[src/rtl/uart_debug_ctrl.sv]
// UART debug controller: run/halt/step control of the CPU clock enable and a
// framed memory dump (A5, words MSB-first, XOR checksum) through a small FWFT byte FIFO.
module uart_debug_ctrl #(
  parameter int WORD_W = 32,
  parameter int NWORDS = 64,
  parameter int NW_BIT = 6,
  parameter int FIFO_W = 2
) (
  input  logic              clk,
  input  logic              reset,
  input  logic [7:0]        rx_data,
  input  logic              rx_done_tick,
  output logic [7:0]        tx_data,
  output logic              tx_start,
  input  logic              tx_done_tick,
  output logic [NW_BIT-1:0] dbg_addr,
  input  logic [WORD_W-1:0] dbg_data,
  output logic              clk_enable,
  output logic              busy
);

  localparam int NBYTES = WORD_W / 8;
  localparam int IDX_W  = (NBYTES > 1) ? $clog2(NBYTES) : 1;
  localparam int DEPTH  = 1 << FIFO_W;

  typedef enum logic [2:0] {S_IDLE, S_HDR, S_LOAD, S_SEND, S_CSUM} state_t;

  state_t              r_state, w_state_nxt;
  logic                r_run, r_step;
  logic                r_inflight, r_stale;
  logic [NW_BIT-1:0]   r_addr;
  logic [WORD_W-1:0]   r_shift;
  logic [IDX_W-1:0]    r_idx;
  logic [7:0]          r_csum;
  logic [7:0]          r_mem [DEPTH];
  logic [FIFO_W-1:0]   r_wr_ptr, r_rd_ptr;
  logic [FIFO_W:0]     r_count;

  logic                w_full, w_empty, w_push, w_pop;
  logic [7:0]          w_push_data;
  logic                w_cmd_r, w_cmd_h, w_cmd_s, w_cmd_d, w_d_ok;
  logic                w_last_byte, w_last_word;

  assign w_cmd_r = rx_done_tick && (rx_data == 8'h72);
  assign w_cmd_h = rx_done_tick && (rx_data == 8'h68);
  assign w_cmd_s = rx_done_tick && (rx_data == 8'h73);
  assign w_cmd_d = rx_done_tick && (rx_data == 8'h64);

  assign w_full      = (r_count == (FIFO_W+1)'(DEPTH));
  assign w_empty     = (r_count == '0);
  // r_stale holds off new transfers until a byte started before reset has finished
  assign w_pop       = !w_empty && !r_inflight && !r_stale;
  assign w_last_byte = (r_idx == IDX_W'(NBYTES - 1));
  assign w_last_word = (r_addr == NW_BIT'(NWORDS - 1));

  assign busy       = (r_state != S_IDLE) || !w_empty || r_inflight;
  assign clk_enable = r_run | r_step;
  assign w_d_ok     = w_cmd_d && !clk_enable && !busy;
  assign tx_start   = w_pop;
  assign tx_data    = w_empty ? 8'h00 : r_mem[r_rd_ptr];
  assign dbg_addr   = r_addr;

  always_comb begin
    w_state_nxt = r_state;
    w_push      = 1'b0;
    w_push_data = 8'h00;
    case (r_state)
      S_IDLE: if (w_d_ok) w_state_nxt = S_HDR;
      S_HDR: if (!w_full) begin
        w_push      = 1'b1;
        w_push_data = 8'hA5;
        w_state_nxt = S_LOAD;
      end
      S_LOAD: w_state_nxt = S_SEND;
      S_SEND: if (!w_full) begin
        w_push      = 1'b1;
        w_push_data = r_shift[WORD_W-1 -: 8];
        if (w_last_byte) w_state_nxt = w_last_word ? S_CSUM : S_LOAD;
      end
      S_CSUM: if (!w_full) begin
        w_push      = 1'b1;
        w_push_data = r_csum;
        w_state_nxt = S_IDLE;
      end
      default: w_state_nxt = S_IDLE;
    endcase
  end

  always_ff @(posedge clk) begin
    if (reset) r_state <= S_IDLE;
    else       r_state <= w_state_nxt;
  end

  always_ff @(posedge clk) begin
    if (reset) begin
      r_run  <= 1'b0;
      r_step <= 1'b0;
    end else begin
      r_step <= w_cmd_s && !clk_enable && !busy;
      if (w_cmd_h)               r_run <= 1'b0;
      else if (w_cmd_r && !busy) r_run <= 1'b1;
    end
  end

  always_ff @(posedge clk) begin
    if (reset) begin
      r_addr <= '0;
      r_csum <= 8'h00;
    end else begin
      case (r_state)
        S_IDLE: if (w_d_ok) r_csum <= 8'h00;
        S_HDR:  if (!w_full) r_addr <= '0;
        S_SEND: if (!w_full) begin
          r_csum <= r_csum ^ r_shift[WORD_W-1 -: 8];
          if (w_last_byte && !w_last_word) r_addr <= r_addr + 1'b1;
        end
        default: ;
      endcase
    end
  end

  always_ff @(posedge clk) begin
    if (r_state == S_LOAD) begin
      r_shift <= dbg_data;
      r_idx   <= '0;
    end else if ((r_state == S_SEND) && !w_full) begin
      r_shift <= r_shift << 8;
      r_idx   <= r_idx + 1'b1;
    end
  end

  always_ff @(posedge clk) begin
    if (w_push) r_mem[r_wr_ptr] <= w_push_data;
  end

  always_ff @(posedge clk) begin
    if (reset) begin
      r_wr_ptr   <= '0;
      r_rd_ptr   <= '0;
      r_count    <= '0;
      r_inflight <= 1'b0;
      r_stale    <= (r_inflight || r_stale || w_pop) && !tx_done_tick;
    end else begin
      if (w_push) r_wr_ptr <= r_wr_ptr + 1'b1;
      if (w_pop)  r_rd_ptr <= r_rd_ptr + 1'b1;
      if (w_push && !w_pop)      r_count <= r_count + 1'b1;
      else if (!w_push && w_pop) r_count <= r_count - 1'b1;
      if (w_pop)             r_inflight <= 1'b1;
      else if (tx_done_tick) r_inflight <= 1'b0;
      if (tx_done_tick) r_stale <= 1'b0;
    end
  end

endmodule
[config.mk]
export PLATFORM = sky130hd
export DESIGN_NAME = uart_debug_ctrl
export DESIGN_NICKNAME = d
export VERILOG_FILES = /design/src/rtl/uart_debug_ctrl.sv
export SDC_FILE = /design/constraint.sdc
export NUM_CORES = 1
export LEC_CHECK = 0
export CORE_UTILIZATION = 43
export DETAILED_ROUTE_END_ITERATION = 8
export HOLD_SLACK_MARGIN = 0.15
export PLACE_DENSITY = 0.66
export SLEW_MARGIN = 30
export SYNTH_ARGS = -nofsm -noshare
export SYNTH_HDL_FRONTEND = slang
export SYNTH_SLANG_ARGS = --single-unit
[constraint.sdc]
create_clock -name clk -period 2.7 [get_ports clk]
set_input_delay 0.54 -clock clk [delete_from_list [all_inputs] [get_ports clk]]
set_output_delay 0.54 -clock clk [all_outputs]
set_load 0.02 [all_outputs]
* Word-level counts from Yosys, hierarchy flattened *
Memory sizes are Yosys's and may differ from the RTL's. A register that Yosys moved wholly into a read port is not among the register bits.
Cells that the tools add are included.
Widths: inputs -> output; s select.

cells by class
  shifts and indexed selects = 0
  $mul = 0
  reductions and logical operators = 44
  mux-type cells = 32
  add/subtract/negate cells = 6
  equal/unequal tests = 17
  $lt $le $gt $ge = 0
  divide/modulo/power cells = 0
  bitwise logic cells = 2

operators with widths
  cell                 number
  $mux 32              2
  $mux 8               6
  $eq 8x7->1 const B   4
  $mux 3               8
  $pmux 8 s3           1
  $mux 6               3
  $logic_and 1x1->1    16
  $pmux 8 s2           1
  $pmux 3 s5           1
  $ne 2x2->1 const B   6
  $pmux 6 s2           1
  $reduce_bool 2->1    6
  $logic_not 1->1      10
  $xor 8x8->8          1
  $mux 1               7
  $add 2x1->2 const B  3
  $add 6x1->6 const B  1
  $eq 3x2->1 const B   2
  $eq 3x3->1 const B   2
  $eq 6x6->1 const B   1
  $logic_not 3->1      2
  $reduce_and 5->1     1
  $logic_or 1x1->1     4
  $mux 2               2
  other kinds (10)     10

word-level totals
  bits in writable memories = 32
  output and inout port bits = 17
  register bits after elaboration = 62
  memories = 1
  latch bits = 0
  memory bits (read-only) = 0
  logic and storage cells = 114

memory list
  name   words  bits a word  read ports  clocked after Yosys merged registers in  wr ports  RTL line  RTL
  r_mem  4      8            1           1                                        1         35        logic [7:0] r_mem [DEPTH];

* Logic depth before layout (Yosys ltp) *
Gate-level depths: netlist of the first run.

  depth after elaboration = 8
  gate-level depth with buffers = 9
  depth with buffers taken out = 8

* Least setup slack after synthesis of the first run *
Ideal clock, no wire load.

  path type = reg-to-reg
  from = reg r_state[1]
  to = reg r_count[2]
  stages on the path, launching flop included = 10
  buffers on the path = 1
  library setup time = 0.071 ns
  slack = 0.396 ns
  data arrival time = 2.234 ns
  path through = dfxtp_1 buf_2 nor3b_2 o21a_2 ha_1 inv_1 fa_1 xor2_1 or3_1 a21oi_1

on the way
  longest elaborated chain between the ends = 6
  elaborated cells between the ends (all ways) = 10

RTL lines
  item                                RTL line  RTL
  start: declaration                  28        state_t r_state, w_state_nxt;
  start signal: assignment            91        else r_state <= w_state_nxt;
  $eq 3x2->1 (tied with other cells)  67        case (r_state)
  $reduce_or 3->1 (no line) *         --
  $mux 1 *                            --
  via w_push                          39        logic w_full, w_empty, w_push, w_pop;
  $logic_not 1->1                     147       else if (!w_push && w_pop) r_count <= r_count - 1'b1;
  $logic_and 1x1->1                   147
  $reduce_bool 2->1 (no line)         --
  end signal: assignment              146       if (w_push && !w_pop) r_count <= r_count + 1'b1;
  end signal: assignment              147
  end: declaration                    37        logic [FIFO_W:0] r_count;

The timed path passes the listed nets; every way through them passes the cells marked *.
A chain may end at the register's enable or synchronous reset.

==> results of run 1 <==
==> tightest hold or removal path, cell delays in order (launching register included) <==
cell and delay, ps:
dfxtp_1 330, nand2_1 60, o22ai_1 50
==> stage by stage <==
step	utilization, %	power (W)	setup slack [ps]
6_report	55.57	0.003562	125.9
5_1_grt	55.57	0.003710	7.478
4_1_cts	55.57	0.003585	96.28
3_5_place_dp	53.06	0.002507	296.3
3_3_place_gp	53.06	0.002492	336.0
2_1_floorplan	-	0.002168	395.7
==> path summary, 6_finish.rpt <==
check,endpoint,depth (start not counted)
setup / recovery,tx_data[6],3
hold / removal,r_csum[6]$_SDFFE_PP0P_,2
setup reg to reg,r_count[2]$_SDFFE_PP0P_,8
hold reg to reg,r_csum[6]$_SDFFE_PP0P_,2
==> area by class of cell <==
type                    count  share of cell area, %
clock buffers              10                  2.439
clock inverters             6                  2.056
inverters                   6                 0.4304
multi-input cells         210                  30.03
flip-flops and latches     96                  49.19
well taps                 129                  3.085
repair buffers             69                  12.77
==> where the power goes <==
part	leakage [nW]	internal, W	switching [W]	total [W]
clock network	0.118	0.000613	0.000478	0.00109
registers	0.861	0.00160	0.0000605	0.00166
logic	0.758	0.000411	0.000400	0.000811
==> kinds of logic (layout without fill, tap and decap cells) <==
family | after synthesis | in the layout | share of synthesized area [%]
xor gates and xnor gates | 7 | 7 | 1.441
muxes | 35 | 35 | 11.29
AOI/OAI and AO/OA | 46 | 46 | 6.763
adders and majority gates | 8 | 8 | 2.529
and+or+nand+nor | 114 | 114 | 14.91
buffers and inverters | 22 | 91 | 2.617
DFF | 96 | 96 | 60.45
==> metal layers <==
layer	GRT usage [%]	up-vias
li1	-	1344
met1	20.49	1295
met2	24.33	56
met3	4.210	4
met4	6.689	0
met5	0	-
==> flip-flops by register name (all words and copies together), names as in the netlist, 2 cells and up, named ones only <==
register,count
r_csum,8
r_count,3
r_wr_ptr,2
r_shift,32
r_rd_ptr,2
r_state,3
r_idx,2
r_mem,32
dbg_addr,6
==> synth_stat cells (4+ instances only) <==
cell,instances
mux4_2,8
nor2b_1,9
nor3_1,4
a21oi_1,15
nand2_1,23
or3_1,4
and2_1,12
o21ai_0,8
o22ai_1,8
mux2_2,22
dfxtp_1,31
xor2_1,4
clkbuf_1,7
inv_1,6
edfxtp_1,65
buf_4,5
a22oi_1,5
ha_1,7
nor2_1,20
nand3_1,14
==> results.cfg, run 1 <==
[run_status]
outcome = finished clean

[synthesis]
synthCells = 328
synth_edf_count = 65
ys_seq_area_share_pct = 60.45
yosys_warnings = 0
netlist_area_um2 = 4255
synth_area_per_cell_um2 = 12.97
syn_nets = 380
ys_async_sr_fraction_pct = 0
ys_types = 52
synth_area_leaders = edfxtp_1 (46%), dfxtp_1 (15%), mux2_2 (5.8%)
synth.ff_latch_count = 96
yosys.area.top_type_share_pct = 45.87
synth_top_area_cell = edfxtp_1
ys.flop_type = edfxtp_1

[die]
core_area_um2 = 9415
die_h_um = 101.5
rows = 35
num_io_pins = 61
design.die.area_um2 = 10300
die_w_um = 101.5
initial_core_util_pct = 45.20

[final_layout]
stdcell_area_um2 = 5233
multiInputGateArea_um2 = 1572
drive_above_1_share_pct = 16.12
layout_common_cells = edfxtp_1 (65), clkdlybuf4s50_1 (60), dfxtp_1 (30)
fin_nets = 444
n_antenna_cell = 0
instances_no_fill = 526
area_growth_syn_to_layout_pct = 22.96
regArea_um2 = 2574
final_common_cell = edfxtp_1
fill_cells = 776

[cts]
clockBufferDepth = 2
clkTransAtPathRegs_ps = 90
worstSkewPairLatency_ps = 360
ctsHoldBuffers = 0
numCtsBuffers = 9
post_cts_resized = 1
cts_num_sinks = 96
htree_levels = 3
cts_tree = yes
post-cts-setup-buffer-count = 0
root_buffer = clkbuf_8

[placement]
place_inst = 510
place_congestion = 0.7616
postPlaceCellArea_um2 = 4996
dpl.hpwl_um = 5048
port_buffers = 60

[setup_path]
cp-end-kind = primary output
slowest_delay_ps = 530
path_buf_inv = 1
crit_path_max_fanout = 8
crit_family = multiplexers
r2r_slack_ps = 260
cp_cell_sequence = mux4_2 -> nor2b_1 -> clkdlybuf4s50_1
critPathLaunchType = register
crit_required_ps = 2160
critPathKind = reg -> out
rr_startpoint = r_state[0]$_SDFFE_PP0P_
critical_path_arrival_ps = 2030
cp_slowest_cell = mux4_2

[pwr]
p_per_area_nw_per_um2 = 680.7
ir_drop_v = 0.0003748
power.leakage_nw = 1.737

[grt]
grt_pass1_wl_um = 12320
first_global_vias = 2637
antenna_found_initial = 0
grt_overflow = 0
grtUsageTotal_pct = 15.57
grt_max_degree = 35

[detailed_routing]
drt_iter0_markers = 160
vias = 2699
drt_pass1_iterations = 4
wl_met3_um = 367
top_layer_used = met4
drt_wl_total_um = 7254
met2_length_um = 3375
wl_met1_um = 3444
drc = 0
via_per_inst = 5.131
antenna_left = 0
wl_per_cell_um = 13.79

[sta]
setup_violations = 0
rsz0062_at_grt = no
skew_ps = 9.079
worst_slew_pin_slew_ps = 507.9
fin_setup_tns_ps = 0
post-route-min-period_ps = 2574
hold_violations = 0
finalCritPeriodShare_pct = 95.34
clock.fmax_ghz = 0.3885
slew_viol_final = 0
relSlewSlack_pct = 66.03
hold_slack_ps = 478.0

[worst_hold_path]
hold_path.class = reg -> reg
min_from = r_csum[6]$_SDFFE_PP0P_

[run]
max-cap-violations = 0
(Power assumes the default switching activity.)
==> run 2: changes to the inputs <==
--- a/config.mk
+++ b/config.mk
@@ -7,8 +7,9 @@
 export LEC_CHECK = 0
 export CORE_UTILIZATION = 43
 export DETAILED_ROUTE_END_ITERATION = 8
+export DONT_BUFFER_PORTS = 1
 export HOLD_SLACK_MARGIN = 0.15
-export PLACE_DENSITY = 0.66
+export PLACE_DENSITY = 0.59
 export SLEW_MARGIN = 30
 export SYNTH_ARGS = -nofsm -noshare
 export SYNTH_HDL_FRONTEND = slang
==> run 2 against run 1 <==
Effect of this change:
- critical path depth increased by 5
- clock power decreased by 6%
- largest cell class unchanged
- final cell count decreased by 12%
- count of clock-buffer cells in the layout decreased by 1
- global-route usage decreased by 0.83 points
- sequential power about the same
- flip-flop and latch count unchanged
==> results.cfg, run 2 (same netlist as run 1, synthesis figures left out) <==
[cts]
clkTransAtPathRegs_ps = 90
post_cts_resized = 0
cts_tree = yes
htree_levels = 3
ctsHoldBuffers = 0
numCtsBuffers = 9
clockBufferDepth = 2
worstSkewPairLatency_ps = 350
post-cts-setup-buffer-count = 0
root_buffer = clkbuf_8
cts_num_sinks = 96

[setup_path]
rr_startpoint = r_state[0]$_SDFFE_PP0P_
crit_path_max_fanout = 10
crit_required_ps = 2990
path_buf_inv = 1
reg2regPathDepth = 8
slowest_delay_ps = 550
r2r_slack_ps = 270
critPathKind = reg -> reg
cp_cell_sequence = and2b_1 -> o21a_2 -> ha_1 -> inv_1 -> fa_1 -> xor2_1 -> or3_1 -> a21oi_1
critical_path_arrival_ps = 2720
cp_slowest_cell = dfxtp_1
critPathLaunchType = register
cp-end-kind = register
reg2reg_to = r_count[2]$_SDFFE_PP0P_
crit_family = simple AND/OR/NAND/NOR gates

[die]
initial_core_util_pct = 45.20
die_w_um = 101.5
die_h_um = 101.5
rows = 35
num_io_pins = 61
design.die.area_um2 = 10300
core_area_um2 = 9415

[final_layout]
reg_top3 = r_mem (32), r_shift (32), r_csum (8)
area_growth_syn_to_layout_pct = 7.909
layout_common_cells = edfxtp_1 (65), dfxtp_1 (31), nand2_1 (23)
instances_no_fill = 463
final_common_cell = edfxtp_1
n_antenna_cell = 0
fin_nets = 381
drive_above_1_share_pct = 18.26

[sta]
worst_slew_pin_slew_ps = 800.9
fin_setup_tns_ps = 0
clock.fmax_ghz = 0.4116
relSlewSlack_pct = 46.20
post-route-min-period_ps = 2430
slew_viol_final = 0
hold_violations = 0
rsz0062_at_grt = no
skew_ps = 9.077
setup_violations = 0
finalCritPeriodShare_pct = 89.98

[grt]
grt_pass1_wl_um = 11390
grt_max_degree = 33
grtUsageTotal_pct = 14.73
grt_overflow = 0
first_global_vias = 2322
antenna_found_initial = 0

[detailed_routing]
via_per_inst = 5.346
drt_iter0_markers = 93
vias = 2475
drc = 0
wl_per_cell_um = 15.38
drt_wl_total_um = 7122
drt_pass1_iterations = 5
antenna_left = 0

[worst_hold_path]
min_from = reset
hold_depth = 1
worstHoldEndpoint = r_inflight$_SDFFE_PP0P_
hold_path.class = in -> reg

[pwr]
power.leakage_nw = 1.486
p_per_area_nw_per_um2 = 710.9
ir_drop_v = 0.0003171
power_w = 0.003265

[placement]
place_congestion = 0.7582
port_buffers = 0
place_inst = 447
dpl.hpwl_um = 4745

[run_status]
outcome = finished clean

[run]
max-cap-violations = 0
run 2: metal layers:
layer	part of all wire (%)	wire (um)	track usage, %
met5	0	0	0
met2	47	3337	23.29
met1	46	3247	18.48
met3	6.1	436	4.831
met4	1.4	101	6.689
run 2: cell type report:
class                      instances  area [um2]
clock buffer                       9       123.9
clock inverter                     7       95.09
fill                             840        4823
inverter                           6       22.52
multi-input combinational        210        1572
sequential                        96        2572
tap                              129       161.4
timing repair buffer               6       45.04
run 2: worst max path at each step:
stage | startpoint | to | slack (ps) | depth (start not counted)
floorplan | r_state[1]$_SDFFE_PP0P_ | r_count[2]$_SDFFE_PP0P_ | 400 | 9
finish | r_state[0]$_SDFFE_PP0P_ | r_count[2]$_SDFFE_PP0P_ | 270 | 8
global placement | r_state[0]$_SDFFE_PP0P_ | r_count[2]$_SDFFE_PP0P_ | 430 | 8
CTS | r_state[0]$_SDFFE_PP0P_ | r_count[2]$_SDFFE_PP0P_ | 270 | 8
global route | r_state[0]$_SDFFE_PP0P_ | r_count[2]$_SDFFE_PP0P_ | 70 | 8
detailed placement | r_state[0]$_SDFFE_PP0P_ | r_count[2]$_SDFFE_PP0P_ | 330 | 8
run 2: stage by stage:
stage	util (%)	hold slack, ps	cell area [um2]	setup slack, ps
3_5_place_dp	46.45	469.0	4373	327.3
6_report	48.77	243.9	4592	270.5
2_1_floorplan	-	448.8	4255	395.7
3_3_place_gp	46.45	459.2	4373	426.4
4_1_cts	48.77	218.4	4592	274.1
5_1_grt	48.77	217.9	4592	73.90
run 2: report_power, final:
| group | leakage, nW | switching, W | internal, W |
|---|---|---|---|
| registers | 0.861 | 0.0000634 | 0.00160 |
| clock network | 0.111 | 0.000497 | 0.000524 |
| logic | 0.514 | 0.000374 | 0.000208 |
| total | 1.49 | 0.000935 | 0.00233 |
==> RTL change 1, RTL diff (settings of run 1) <==
Add an input register stage for `rx_data`, `rx_done_tick`, `tx_done_tick` and `dbg_data`, without a reset; this delays them by one clock.
--- a/src/rtl/uart_debug_ctrl.sv
+++ b/src/rtl/uart_debug_ctrl.sv
@@ -27,2 +27,14 @@
 
+  logic [7:0] rx_data_q;
+  logic rx_done_tick_q;
+  logic tx_done_tick_q;
+  logic [WORD_W-1:0] dbg_data_q;
+
+  always_ff @(posedge clk) begin
+    rx_data_q      <= rx_data;
+    rx_done_tick_q <= rx_done_tick;
+    tx_done_tick_q <= tx_done_tick;
+    dbg_data_q     <= dbg_data;
+  end
+
   state_t              r_state, w_state_nxt;
@@ -43,6 +55,6 @@
 
-  assign w_cmd_r = rx_done_tick && (rx_data == 8'h72);
-  assign w_cmd_h = rx_done_tick && (rx_data == 8'h68);
-  assign w_cmd_s = rx_done_tick && (rx_data == 8'h73);
-  assign w_cmd_d = rx_done_tick && (rx_data == 8'h64);
+  assign w_cmd_r = rx_done_tick_q && (rx_data_q == 8'h72);
+  assign w_cmd_h = rx_done_tick_q && (rx_data_q == 8'h68);
+  assign w_cmd_s = rx_done_tick_q && (rx_data_q == 8'h73);
+  assign w_cmd_d = rx_done_tick_q && (rx_data_q == 8'h64);
 
@@ -123,3 +135,3 @@
     if (r_state == S_LOAD) begin
-      r_shift <= dbg_data;
+      r_shift <= dbg_data_q;
       r_idx   <= '0;
@@ -141,3 +153,3 @@
       r_inflight <= 1'b0;
-      r_stale    <= (r_inflight || r_stale || w_pop) && !tx_done_tick;
+      r_stale    <= (r_inflight || r_stale || w_pop) && !tx_done_tick_q;
     end else begin
@@ -148,4 +160,4 @@
       if (w_pop)             r_inflight <= 1'b1;
-      else if (tx_done_tick) r_inflight <= 1'b0;
-      if (tx_done_tick) r_stale <= 1'b0;
+      else if (tx_done_tick_q) r_inflight <= 1'b0;
+      if (tx_done_tick_q) r_stale <= 1'b0;
     end
Behaviour: not the same (Yosys sat finds a counterexample within 4 cycles, from zero or initial values and one cycle with reset high).
==> RTL change 1 against run 1 <==
- critical endpoint is now tx_data[1]
- largest power group is now clock
- die area up 19%
- synthesized area grew 19%
- global-route usage fell by 0.61 points
- routed wire length rose by 15%
- final area grew 25%
- critical path depth increased by 1
- setup slack better by 0.099 ns
- sequential cell count up 42
- total power grew 59%
- clock power increased by 130%
==> RTL change 1: results (changes against run 1) <==
STA
  • Max-Slew Margin vs Limit: 52.6% (-13 points)
  • Skew final: 0.00518 ns (-0.00390 ns)

Routing
  • Wirelength, routed: 8380 um (+15%)
  • Drt pass-1 iters: 6 (+2)
  • Met2 Wirelength: 4140 um (+23%)
  • Met1 wire length: 3730 um (+8.3%)
  • Met3 wire length: 408 um (+11%)

Outcome
  • Outcome: finished, final reports clean

Yosys
  • Synth top area cells: edfxtp_1, dfxtp_1, mux2_2
  • Most used DFF post-synth: dfxtp_1
  • Synth Area in Adders: 2.12% (-0.41 points)
  • Part of the Yosys area used for sequential elements: 67.3% (+6.8 points)
  • Post-synthesis compound-gate area fraction: 5.18% (-1.6 points)
  • Post-synthesis mux area share: 9.47% (-1.8 points)
  • Synth cell types: 48 (-7.7%)
  • Synth Area in XOR/XNOR: 2.42% (+0.98 points)
  • Net Count, Synth: 414 (+8.9%)

Pwr
  • Pwr/cell area: 865 nW/um^2 (+27%)
  • Flop+latch power: 2310 uW (+39%)
  • VDD IR max: 768 uV (+110%)
  • Clock group share of total power: 44.7% (+14 points)
  • Pleak: 0.00236 uW (+36%)

Cells and area
  • NonClk Buf Share: 10.8% (-2.0 points)
  • Biggest registers after layout: dbg_data_q (32), r_mem (32), r_shift (32)
  • Share of cells above drive strength 1: 18.1% (+2.0 points)
  • Multi-input logic portion of the cell area: 23.9% (-6.1 points)
  • Syn-to-layout area delta: 29.1%
  • Final net count: 491 (+11%)
  • Non-Clock Inverter Count: 8 (+2)
  • FF+latch area: 3410 um^2 (+33%)
  • Buffers excl. clock: 71 (+2.9%)
  • Filler cell count: 924 (+19%)
  • Clock network area share: 10.1% (+5.6 points)

Min path
  • HP Start: rx_data_q[1]$_DFF_P_
  • WHS Endpoint: r_step$_SDFF_PP0_

Global route
  • First-pass GRT wire length: 14100 um (+15%)
  • Number of global-route vias before repair: 2930 (+11%)
  • Global-route usage over all layers: 15.0% (-0.61 points)

Placed design
  • DP HPWL: 5610 um (+11%)
  • Placer Congestion: 0.773 (+1.4%)
  • Placed cell areas: 5880 um^2 (+18%)

Critical path
  • Worst reg2reg path startpoint: r_state[2]$_SDFFE_PP0P_
  • R2r setup slk: 0.33 ns (+0.07 ns)

Clocking
  • Root buf cell: clkbuf_16
  • Clock sinks: 138 (+44%)
## RTL change 1: logic make-up after synthesis
group	after synthesis
multiplexers	35
AND/OR/NAND/NOR	107
XOR/XNOR	14
flip-flops	138
AO/OA/AOI/OAI	39
buffers and inverters	21
adder cells (fa/ha/maj)	8
## RTL change 1: layer usage
| layer | up-vias | track usage [%] |
|---|---|---|
| li1 | 1467 | - |
| met1 | 1426 | 18.0 |
| met2 | 75 | 23.9 |
| met3 | 13 | 6.09 |
| met4 | 0 | 5.87 |
| met5 | - | 0 |
## RTL change 1: through the flow
step | setup WS [ns] | cells
global route | 0.135 | 595
detailed placement | 0.327 | 563
finish | 0.225 | 595
floorplan | 0.317 | 362
CTS | 0.00934 | 595
global placement | 0.447 | 563
## RTL change 1: worst max path at each step
stage,from,end,cells past startpoint
floorplan,r_state[0]$_SDFFE_PP0P_,r_count[2]$_SDFFE_PP0P_,9
global placement,r_state[2]$_SDFFE_PP0P_,r_count[2]$_SDFFE_PP0P_,8
detailed placement,r_state[2]$_SDFFE_PP0P_,r_count[2]$_SDFFE_PP0P_,8
CTS,flop,tx_data[2],4
global route,flop,tx_data[1],4
finish,flop,tx_data[1],4
## RTL change 1: worst max-delay path, delay by kind of cell (launching register included)
| family | cells | cell delay, ns |
|---|---|---|
| DFF | 1 | 0.30 |
| buffers and inverters | 2 | 0.50 |
| muxes | 1 | 0.54 |
| and+or+nand+nor | 1 | 0.17 |
## RTL change 1: what timing repair did
item	CTS	global route
setup endpoints to repair	3	5
resized for setup	3	5
hold buffers	0	0
==> RTL change 2, RTL diff (flow settings as in run 1) <==
Made on the original files. Change the parameter `NW_BIT` from 6 to 3.
--- a/src/rtl/uart_debug_ctrl.sv
+++ b/src/rtl/uart_debug_ctrl.sv
@@ -5,3 +5,3 @@
   parameter int NWORDS = 64,
-  parameter int NW_BIT = 6,
+  parameter int NW_BIT = 3,
   parameter int FIFO_W = 2
Ports: changed (resized dbg_addr); port bits go from 61 to 58. No check against the original RTL was run, so the function may have changed too.
==> RTL change 2 against run 1 <==
- largest power group unchanged
- highest routed layer unchanged
- critical path depth is 1 higher
- sequential cell count decreased by 3
- total power up 7.4%
- maximum frequency fell by 0.78%
- via count fell by 4.2%
- register-to-register slack gained 0.05 ns
- count of clock-buffer cells in the layout is 1 lower
- critical path type unchanged
- synthesized area fell by 1.1%
- setup slack lost 0.020 ns
- utilization up 0.14 points
- routed wire length hardly changed
- final area is 0.22% lower
==> RTL change 2: results (changes against run 1) <==
Outcome
  • Outcome: finished, final reports clean

Cells and area
  • Share of cells above drive strength 1: 14.7% (-1.5 points)
  • Biggest registers after layout: r_mem (32), r_shift (32), r_csum (8)
  • Antenna cells: 0 (unchanged)
  • Final net count: 430 (-3.2%)

Global route
  • Global-route usage over all layers: 16.1% (+0.50 points)
  • Number of global-route vias before repair: 2678 (+1.6%)
  • Largest net degree at the start of global routing: 21 (-40%)
  • Initial antenna violation count: 0 (unchanged)
  • First-pass GRT wire length: 12500 um (+1.3%)

Routing
  • Drt pass-1 iters: 4 (unchanged)
  • Via density: 5.06 (-1.4%)
  • Number of DRC markers in iteration 0: 103 (-36%)
  • Wirelength per Cell: 14.2 um (+3.0%)

Placed design
  • DP HPWL: 5190 um (+2.8%)
  • Placer Congestion: 0.766 (+0.54%)
  • Port buffer count: 57 (-5.0%)

Yosys
  • Largest family of logic cells by synthesized area: simple AND/OR/NAND/NOR gates
  • Part of the Yosys area used for sequential elements: 59.7% (-0.73 points)
  • Synth cell types: 48 (-7.7%)
  • Synth Area in XOR/XNOR: 1.46% (+0.017 points)
  • Async S/R FF share, synth: 0% (unchanged)
  • Synthesis Warnings: 0 (unchanged)
  • Post-synthesis compound-gate area fraction: 7.64% (+0.88 points)
  • Post-synthesis mux area share: 11.7% (+0.37 points)
  • Number of synthesized flops with an enable pin: 65 (unchanged)
  • Net Count, Synth: 361 (-5.0%)
  • Synth top area cells: edfxtp_1, dfxtp_1, mux2_1
  • Synth Area in Adders: 2.86% (+0.33 points)
  • Commonest cells in the netlist: edfxtp_1, dfxtp_1, mux2_1, nor2_1, and2_1

Min path
  • HP Class: reg2reg
  • Hold depth: 1 (-1)

Pwr
  • Pleak: 0.00189 uW (+8.7%)
  • VDD IR max: 354 uV (-5.5%)
  • Switching power: 1110 uW (+18%)

Critical path
  • CP Data Arrival Time: 2.05 ns (+0.02 ns)
  • CP max FO: 8 (unchanged)
  • Worst R2R Path Depth: 8 (unchanged)

Clocking
  • Worst-Skew Late Latency: 0.36 ns (about the same)
  • CTS buffer count: 9 (unchanged)
  • Root buf cell: clkbuf_8
  • Clock-pin slew of the registers on the worst-case setup and hold paths: 0.09 ns (about the same)
  • H-tree depth: 3 (unchanged)
  • Clk buf depth: 2 (unchanged)
  • Post-CTS setup buffer count: 0 (unchanged)
  • CTS tree: built

STA
  • Crit path time final: 2.59 ns (+0.0201 ns)
  • Worst slew pin tran: 0.591 ns (+0.0834 ns)
  • Skew final: 0.0104 ns (+0.00133 ns)
-- RTL change 2: cell count changes in the layout (fill, tap and decap cells not counted), sizes merged, moves of 8 or more --
cell / run 1 / this run
and2: 12 / 20
inv: 6 / 16
nand2: 23 / 13
nor2b: 9 / 1
clkdlybuf4s50: 60 / 51
buf: 9 / 17
nand3: 15 / 5
-- RTL change 2: cell families (layout without fill, tap and decap cells) --
kind of cell	after synthesis	in the layout
and+or+nand+nor	94	94
buffers and inverters	30	104
DFF	93	93
xor gates and xnor gates	7	7
muxes	36	36
AOI/OAI and AO/OA	39	39
adders and majority gates	9	9
-- RTL change 2: what timing repair did --
action | 4_1_cts | 5_1_grt
resized for setup | 0 | 6
endpoints found under the setup margin | 0 | 6
hold buffers | 0 | 0
hold endpoints to repair | 0 | 0
-- RTL change 2: per-layer routing --
metal	GRT usage, %	share of wire [%]
met1	18.8	44
met3	5.06	5.4
met4	6.47	1.5
met5	0	0
met2	27.4	49
-- RTL change 2: area by class of cell --
| cell class | instances | area (um^2) |
|---|---|---|
| Multi-Input combinational cell | 185 | 1550 |
| Timing Repair Buffer | 74 | 726 |
| Sequential cell | 93 | 2510 |
| Tap cell | 129 | 161 |
| Inverter | 14 | 52.6 |
| Clock inverter | 7 | 97.6 |
| Clock buffer | 9 | 124 |
| Fill cell | 829 | 4150 |
-- RTL change 2: power by group through the flow --
stage / Clock, uW / Combinational, uW / Sequential (uW)
2_1_floorplan: 0 / 709 / 1740
3_3_place_gp: 0 / 1090 / 1760
3_5_place_dp: 0 / 1110 / 1760
4_1_cts: 1050 / 1110 / 1730
5_1_grt: 1100 / 1180 / 1750
6_report: 1020 / 1080 / 1730
-- RTL change 2: worst paths after layout --
path	slack, ns	endpoint	start
hold / removal	0.45	r_csum[0]$_SDFFE_PP0P_	r_csum[0]$_SDFFE_PP0P_
setup / recovery	0.11	tx_data[4]	flop
hold reg to reg	0.45	r_csum[0]$_SDFFE_PP0P_	r_csum[0]$_SDFFE_PP0P_
setup reg to reg	0.31	r_count[2]$_SDFFE_PP0P_	r_state[0]$_SDFFE_PP0P_
-- RTL change 2: metrics by stage --
stage	worst slack, ns	cell area [um^2]	cells
finish	0.106	5220	511
global route	0.00233	5220	511
detailed placement	0.343	4980	495
CTS	0.0527	5210	511
global placement	0.439	4980	495
floorplan	0.373	4210	308
-- RTL change 2: critical path: stages, from the launching register on --
cell	delay, ns
dfxtp_1	0.31
buf_4	0.20
mux4_2	0.50
and2_1	0.16
clkdlybuf4s50_1	0.53
